<file path="config.mk">
export PLATFORM = sky130hd
export DESIGN_NAME = toggle_debounce
export DESIGN_NICKNAME = d
export VERILOG_FILES = /design/src/rtl/toggle_debounce.sv
export SDC_FILE = /design/constraint.sdc
export NUM_CORES = 1
export LEC_CHECK = 0
export ABC_AREA = 1
export CORE_AREA = 2 2 39 41
export CTS_CLUSTER_DIAMETER = 80
export DETAILED_ROUTE_END_ITERATION = 7
export DIE_AREA = 0 0 41 43
export DONT_BUFFER_PORTS = 1
export HOLD_SLACK_MARGIN = 0.15
export PLACE_DENSITY_LB_ADDON = 0.15
export SYNTH_ARGS = -nofsm -noshare
export SYNTH_HDL_FRONTEND = slang
export SYNTH_SLANG_ARGS = --single-unit
</file>
<file path="constraint.sdc">
create_clock -name clk -period 3.05 [get_ports clk]
set_input_delay 0.61 -clock clk [delete_from_list [all_inputs] [get_ports clk]]
set_output_delay 0.61 -clock clk [all_outputs]
set_load 0.005 [all_outputs]
</file>
<file path="src/rtl/toggle_debounce.sv">
// Purpose : debounce a raw push-button and emit a one-cycle toggle pulse per accepted press.
// Latency : t rises STABLE_CNT+2 edges after btn_in goes high (2 sync + STABLE_CNT qualify).
// Backpr. : none; en gates the pulse at the acceptance edge and a gated press is dropped.
//
// Ports:
//   clk       - single clock, all state on posedge
//   reset     - asynchronous active-low reset
//   btn_in    - raw asynchronous button level (may bounce)
//   en        - toggle-pulse enable, sampled at the press-acceptance edge
//   t         - registered one-cycle toggle pulse for a downstream T flip-flop
//   btn_level - registered debounced button level
//   busy      - high while a candidate level change is being qualified
module toggle_debounce #(
  parameter int STABLE_CNT = 8,
  parameter int CNT_W      = 4
) (
  input  logic clk,
  input  logic reset,
  input  logic btn_in,
  input  logic en,
  output logic t,
  output logic btn_level,
  output logic busy
);

  localparam logic [1:0] IDLE      = 2'd0;
  localparam logic [1:0] WAIT_HIGH = 2'd1;
  localparam logic [1:0] PRESSED   = 2'd2;
  localparam logic [1:0] WAIT_LOW  = 2'd3;

  localparam logic [CNT_W-1:0] CNT_LAST = CNT_W'(STABLE_CNT - 1);
  localparam logic [CNT_W-1:0] CNT_ONE  = CNT_W'(1);

  logic             sync_meta_q, sync_meta_d;
  logic             btn_sync_q,  btn_sync_d;
  logic [1:0]       state_q,     state_d;
  logic [CNT_W-1:0] cnt_q,       cnt_d;
  logic             t_q,         t_d;
  logic             btn_level_q, btn_level_d;
  logic             busy_q,      busy_d;

  always_comb begin
    sync_meta_d = btn_in;
    btn_sync_d  = sync_meta_q;
    state_d     = state_q;
    cnt_d       = '0;
    t_d         = 1'b0;

    // The counter holds the number of consecutive matching samples seen so
    // far in a WAIT state; it stops at CNT_LAST because that sample commits
    // the transition, so it can never exceed STABLE_CNT-1 or wrap.
    case (state_q)
      IDLE: begin
        if (btn_sync_q) begin
          state_d = WAIT_HIGH;
          cnt_d   = CNT_ONE;
        end
      end
      WAIT_HIGH: begin
        if (!btn_sync_q) begin
          state_d = IDLE;
        end else if (cnt_q == CNT_LAST) begin
          state_d = PRESSED;
          // Pulse only if enabled at this very edge; a gated press is lost.
          t_d     = en;
        end else begin
          cnt_d   = cnt_q + CNT_ONE;
        end
      end
      PRESSED: begin
        if (!btn_sync_q) begin
          state_d = WAIT_LOW;
          cnt_d   = CNT_ONE;
        end
      end
      WAIT_LOW: begin
        if (btn_sync_q) begin
          state_d = PRESSED;
        end else if (cnt_q == CNT_LAST) begin
          state_d = IDLE;
        end else begin
          cnt_d   = cnt_q + CNT_ONE;
        end
      end
      default: begin
        state_d = IDLE;
      end
    endcase

    // Outputs are decoded from the next state so they register on the same
    // edge as the state itself.
    btn_level_d = (state_d == PRESSED)   || (state_d == WAIT_LOW);
    busy_d      = (state_d == WAIT_HIGH) || (state_d == WAIT_LOW);
  end

  always_ff @(posedge clk or negedge reset) begin
    if (!reset) begin
      sync_meta_q <= 1'b0;
      btn_sync_q  <= 1'b0;
      state_q     <= IDLE;
      cnt_q       <= '0;
      t_q         <= 1'b0;
      btn_level_q <= 1'b0;
      busy_q      <= 1'b0;
    end else begin
      sync_meta_q <= sync_meta_d;
      btn_sync_q  <= btn_sync_d;
      state_q     <= state_d;
      cnt_q       <= cnt_d;
      t_q         <= t_d;
      btn_level_q <= btn_level_d;
      busy_q      <= busy_d;
    end
  end

  assign t         = t_q;
  assign btn_level = btn_level_q;
  assign busy      = busy_q;

endmodule

</file>
==> results.toml, run 1 <==
[global_route]
grt_max_degree = 11
track_usage = 0.110
antenna_found_initial = 0
grt_pass1_vias = 286
grt_overflow = 0
grt_first_pass_wirelength_um = 1170

[final_layout]
num_antenna_cells = 0
utilization = 0.335
multiInputGateArea_um2 = 118
fin_area_um2 = 464
seq_area_um2 = 250
area_delta_synth_final_pct = 16.7
fill_cells = 149
layout.nets = 54
drive_above_1_share = 0.0833

[critical_path]
required_ns = 2.44
rr_startpoint = "cnt_q[0]"
startpoint_type = "register"
crit_start = "btn_level"
crit_arrival_ns = 0.69
rr_endpoint = "cnt_q[0]"
cp-end-kind = "output port"
r2r_slack_ns = 1.97
setup.worst_path.class = "register to output port"
cp_max_fo = 4
r2r_cells = 4

[timing]
hold_viol = 0
report.final.slew_viol_count = 0
rsz0062_at_grt = "no"
min_period_ns = 1.30
setup_viol = 0
fin_skew_ns = 0.00887
fmax_ghz = 0.771
finalSetupTns_ns = 0
relSlewSlack = 0.706
timing.final.crit_share = 0.425
tightest_slew_ns = 0.439

[die]
core-area_um2 = 1380
std_cell_rows = 14
chipWidth_um = 41
start_util = 0.288
die_h_um = 43
ioPinCount = 7
dieArea_um2 = 1760

[yosys]
synthesis.instances = 43
synth.largest_area_cell = "dfrtp_1"
yosysWarningCount = 0
ys_async_sr_fraction = 1.00
syn_avg_cell_area_um2 = 9.25
synthesis.area_um2 = 398
ys.flop_type = "dfrtp_1"
ys_seq_elements = 10
syn_nets = 48
ys_seq_area_frac = 0.629
synthTopCellsByArea = "dfrtp_1 63%, nand2_1 10%, inv_1 7.5%"
yosys-top-cells-count = "11 x nand2_1, 10 x dfrtp_1, 8 x inv_1, 6 x nor2_1, 4 x nand3_1"
synth_top_area_frac = 0.629
synth_edf_count = 0
yosysMostFrequentCell = "nand2_1"
synth.distinct_cells = 8

[pwr]
total_power_uw = 272
powerDensity_nw_per_um2 = 586
irDropWorstVdd_mv = 0.232
p_leak_nw = 0.244

[worst_hold_path]
whs_path_depth = 0
whs_endpoint = "btn_sync_q"
hold_class = "register to register"
hp-start = "btn_sync_d"

[drt]
wl_um = 651
ant_nets = 0
first_pass_iters = 4
viasPerCell = 4.50
first_iter_violations = 3
route.detailed.drc = 0
wl_per_cell_um = 10.2
num_vias = 288

[clocking]
hold_buffers = 1
cts_resized = 0
cts_tree = "built"
cts_buffers = 3
cts_setup_buffers = 0
clk_pin_slew_ns = 0.07
cts.htree.levels = 1
cts_sinks = 10
clk_path_buf_depth = 2
clock_latency_ns = 0.27
ctsRootBufferMaster = "clkbuf_4"

[outcome]
status = "finished, final reports clean"

[placed_design]
port_buffers = 0
gp_congestion = 0.635
postPlaceCellArea_um2 = 418
hpwl_um = 506

[flow_run]
cap_violations = 0
[power by group]
part | switching [mW] | internal (mW)
Sequential | 0.00417 | 0.137
Combinational | 0.00741 | 0.00419
Clock | 0.0468 | 0.0724
Total | 0.0584 | 0.214
[state kept, by name (all words and copies together), names as in the netlist]
register,count
cnt_q,4
btn_level,1
btn_sync_d,1
btn_sync_q,1
busy,1
state_q,1
t,1
[layout make-up]
class,count,area share
repair buffers,1,0.0216
inverters,8,0.0647
flip-flops and latches,10,0.539
well taps,16,0.0431
multi-input cells,25,0.253
clock buffers,4,0.0782
[layer usage]
layer | vias up | wire length (um) | track usage
li1 | 141 | - | -
met1 | 138 | 273 | 0.117
met2 | 9 | 307 | 0.138
met3 | 0 | 70 | 0.105
met4 | 0 | 0 | 0.0600
met5 | - | 0 | 0
[stage by stage]
stage	cells	hold WS (ns)	setup slack, ns
CTS	64	0.355	1.75
floorplan	43	0.314	2.06
detailed placement	59	0.315	1.96
finish	64	0.352	1.75
global route	64	0.340	1.71
global placement	59	0.315	2.01
[cells by family after synthesis]
kind of cell / after synthesis / share of synthesized area
buffers and inverters: 8 / 0.0755
XOR/XNOR: 1 / 0.0220
flip-flops: 10 / 0.629
adder cells (fa/ha/maj): 1 / 0.0314
AND/OR/NAND/NOR: 23 / 0.242
[placed cells by master (no fill, tap or decap)]
cell and n:
clkbuf_8 1, dlygate4sd3_1 1, nor2_1 6, ha_1 1, nand3_1 4, xnor2_1 1
inv_1 8, nand2_1 11, nand4_1 2, clkbuf_4 3, dfrtp_1 10
[worst max path at each step]
| stage | cells after the start | endpoint |
|---|---|---|
| after global placement | 4 | cnt_q[0] |
| after global routing | 0 | btn_level |
| after CTS | 0 | btn_level |
| after floorplan | 0 | btn_level |
| final | 0 | btn_level |
| after detailed placement | 4 | cnt_q[0] |
(Power assumes the default switching activity.)
==> inputs of run 2 (changes only) <==
- clock period: 3.05 -> 1.2 ns (I/O delays scaled with it)
==> run 2 against run 1 <==
Against the previous run: utilization grew 1.4 points; via count shrank 5.6%; clock skew shrank 0.0080 ns; clock power grew 140%; clock-buffer cell count is the same; sequential share of layout area shrank 2.2 points; sequential cell count is the same; power grew 150%; cell count grew 3.1%; largest power group unchanged; hold slack is essentially flat; non-clock buffer count grew 2; sequential power grew to 2.5 times the previous value.
==> results.toml, run 2 (synthesis gave the netlist of run 1 again) <==
[outcome]
status = "finished, final reports clean"

[flow_run]
cap_violations = 0

[timing]
rsz0062_at_grt = "no"
fmax_ghz = 0.943
fin_skew_ns = 0.000873
setup_viol = 0
min_period_ns = 1.06
timing.final.crit_share = 0.884
setup_slack_ns = 0.140
relSlewSlack = 0.712
hold_viol = 0
report.final.slew_viol_count = 0
tightest_slew_ns = 0.431
finalSetupTns_ns = 0

[die]
start_util = 0.288
chipWidth_um = 41
die_h_um = 43
std_cell_rows = 14
ioPinCount = 7
core-area_um2 = 1380
dieArea_um2 = 1760

[placed_design]
port_buffers = 0
dp_slack_ns = 0.130
gp_congestion = 0.676
postPlaceCellArea_um2 = 418
hpwl_um = 469

[drt]
first_pass_iters = 1
ant_nets = 0
viasPerCell = 4.12
wl_um = 597
route.detailed.drc = 0
wl_per_cell_um = 9.05
first_iter_violations = 0
num_vias = 272

[final_layout]
final_common_cell = "nand2_1"
area_delta_synth_final_pct = 21.7
utilization = 0.350
layout.nets = 56
fin_area_um2 = 484
top_register = "cnt_q"
drive_above_1_share = 0.0800
num_antenna_cells = 0
largest_reg_flops = 4
final_cell_mix = "11 x nand2_1, 10 x dfrtp_1, 8 x inv_1, 6 x nor2_1, 4 x nand3_1"

[pwr]
powerDensity_nw_per_um2 = 1400
total_power_uw = 677
p_leak_nw = 0.253
irDropWorstVdd_mv = 0.691

[critical_path]
max_stage_delay_ns = 0.40
crit_chain = "ha_1, nand4_1, nand2_1, nor2_1"
cp-end-kind = "register"
required_ns = 1.39
setup.worst_path.class = "register to register"
critPathSlowestCell = "dfrtp_1"
cp_max_fo = 4
crit_arrival_ns = 1.25
startpoint_type = "register"

[clocking]
cts_resized = 0
cts_buffers = 3
clk_path_buf_depth = 2
cts_setup_buffers = 0
hold_buffers = 3
cts.htree.levels = 1
ctsRootBufferMaster = "clkbuf_4"
cts_sinks = 10
clock_latency_ns = 0.25
clk_pin_slew_ns = 0.06
cts_tree = "built"

[global_route]
grt_pass1_vias = 295
antenna_found_initial = 0
grt_max_degree = 11
grt_overflow = 0
track_usage = 0.107
grt_first_pass_wirelength_um = 1210

[worst_hold_path]
hold_class = "register to register"
## run 2: cell count changes in the layout (fill, tap and decap cells not counted), sizes merged
cell         before  now
dlygate4sd3       1    3
## run 2: path summary, 6_finish.rpt
kind | from | endpoint | slack, ns | depth (start not counted)
worst min-delay path | btn_sync_d | btn_sync_q | 0.35 | 0
worst min register to register | btn_sync_d | btn_sync_q | 0.35 | 0
worst max-delay path | cnt_q[0] | cnt_q[0] | 0.14 | 4
max in group asynchronous | reset | btn_sync_d | 0.54 | 1
worst max register to register | cnt_q[0] | cnt_q[0] | 0.14 | 4
min in group asynchronous | reset | cnt_q[2] | 0.36 | 1
## run 2: per-stage QoR
stage | cells | hold slack, ns
floorplan | 43 | -0.0556
global placement | 59 | -0.0553
detailed placement | 59 | -0.0553
CTS | 66 | 0.355
global route | 66 | 0.369
finish | 66 | 0.351
## run 2: where the power goes
part,switching (mW),internal (mW),leakage (nW)
clock network,0.101,0.184,0.0210
registers,0.00978,0.349,0.128
logic,0.0185,0.0148,0.103
total,0.130,0.547,0.253
## run 2: routing by layer
metal,up-vias,GRT usage,wire (um)
met5,-,0,0
met4,0,0.0400,10
li1,148,-,-
met2,7,0.147,280
met3,2,0.0785,26
met1,115,0.123,281
## run 2: layout make-up
class,instances,area [um^2]
sequential,10,250
clock buffer,4,36.3
timing repair buffer,3,30.0
multi-input combinational,25,118
fill,150,900
inverter,8,30.0
tap,16,20.0
## run 2: critical path: cells and delay by family (launching register included)
kind                     cells  cell delay [ns]
flip-flops                   1             0.40
AND/OR/NAND/NOR              3             0.34
adder cells (fa/ha/maj)      1             0.24
==> inputs of run 3 (changes only) <==
- CTS_CLUSTER_DIAMETER: 80 -> 200
- SKIP_LAST_GASP: default -> 1
==> results of run 3 <==
Same layout as run 2: the final DEF is identical, and so are final timing and power.
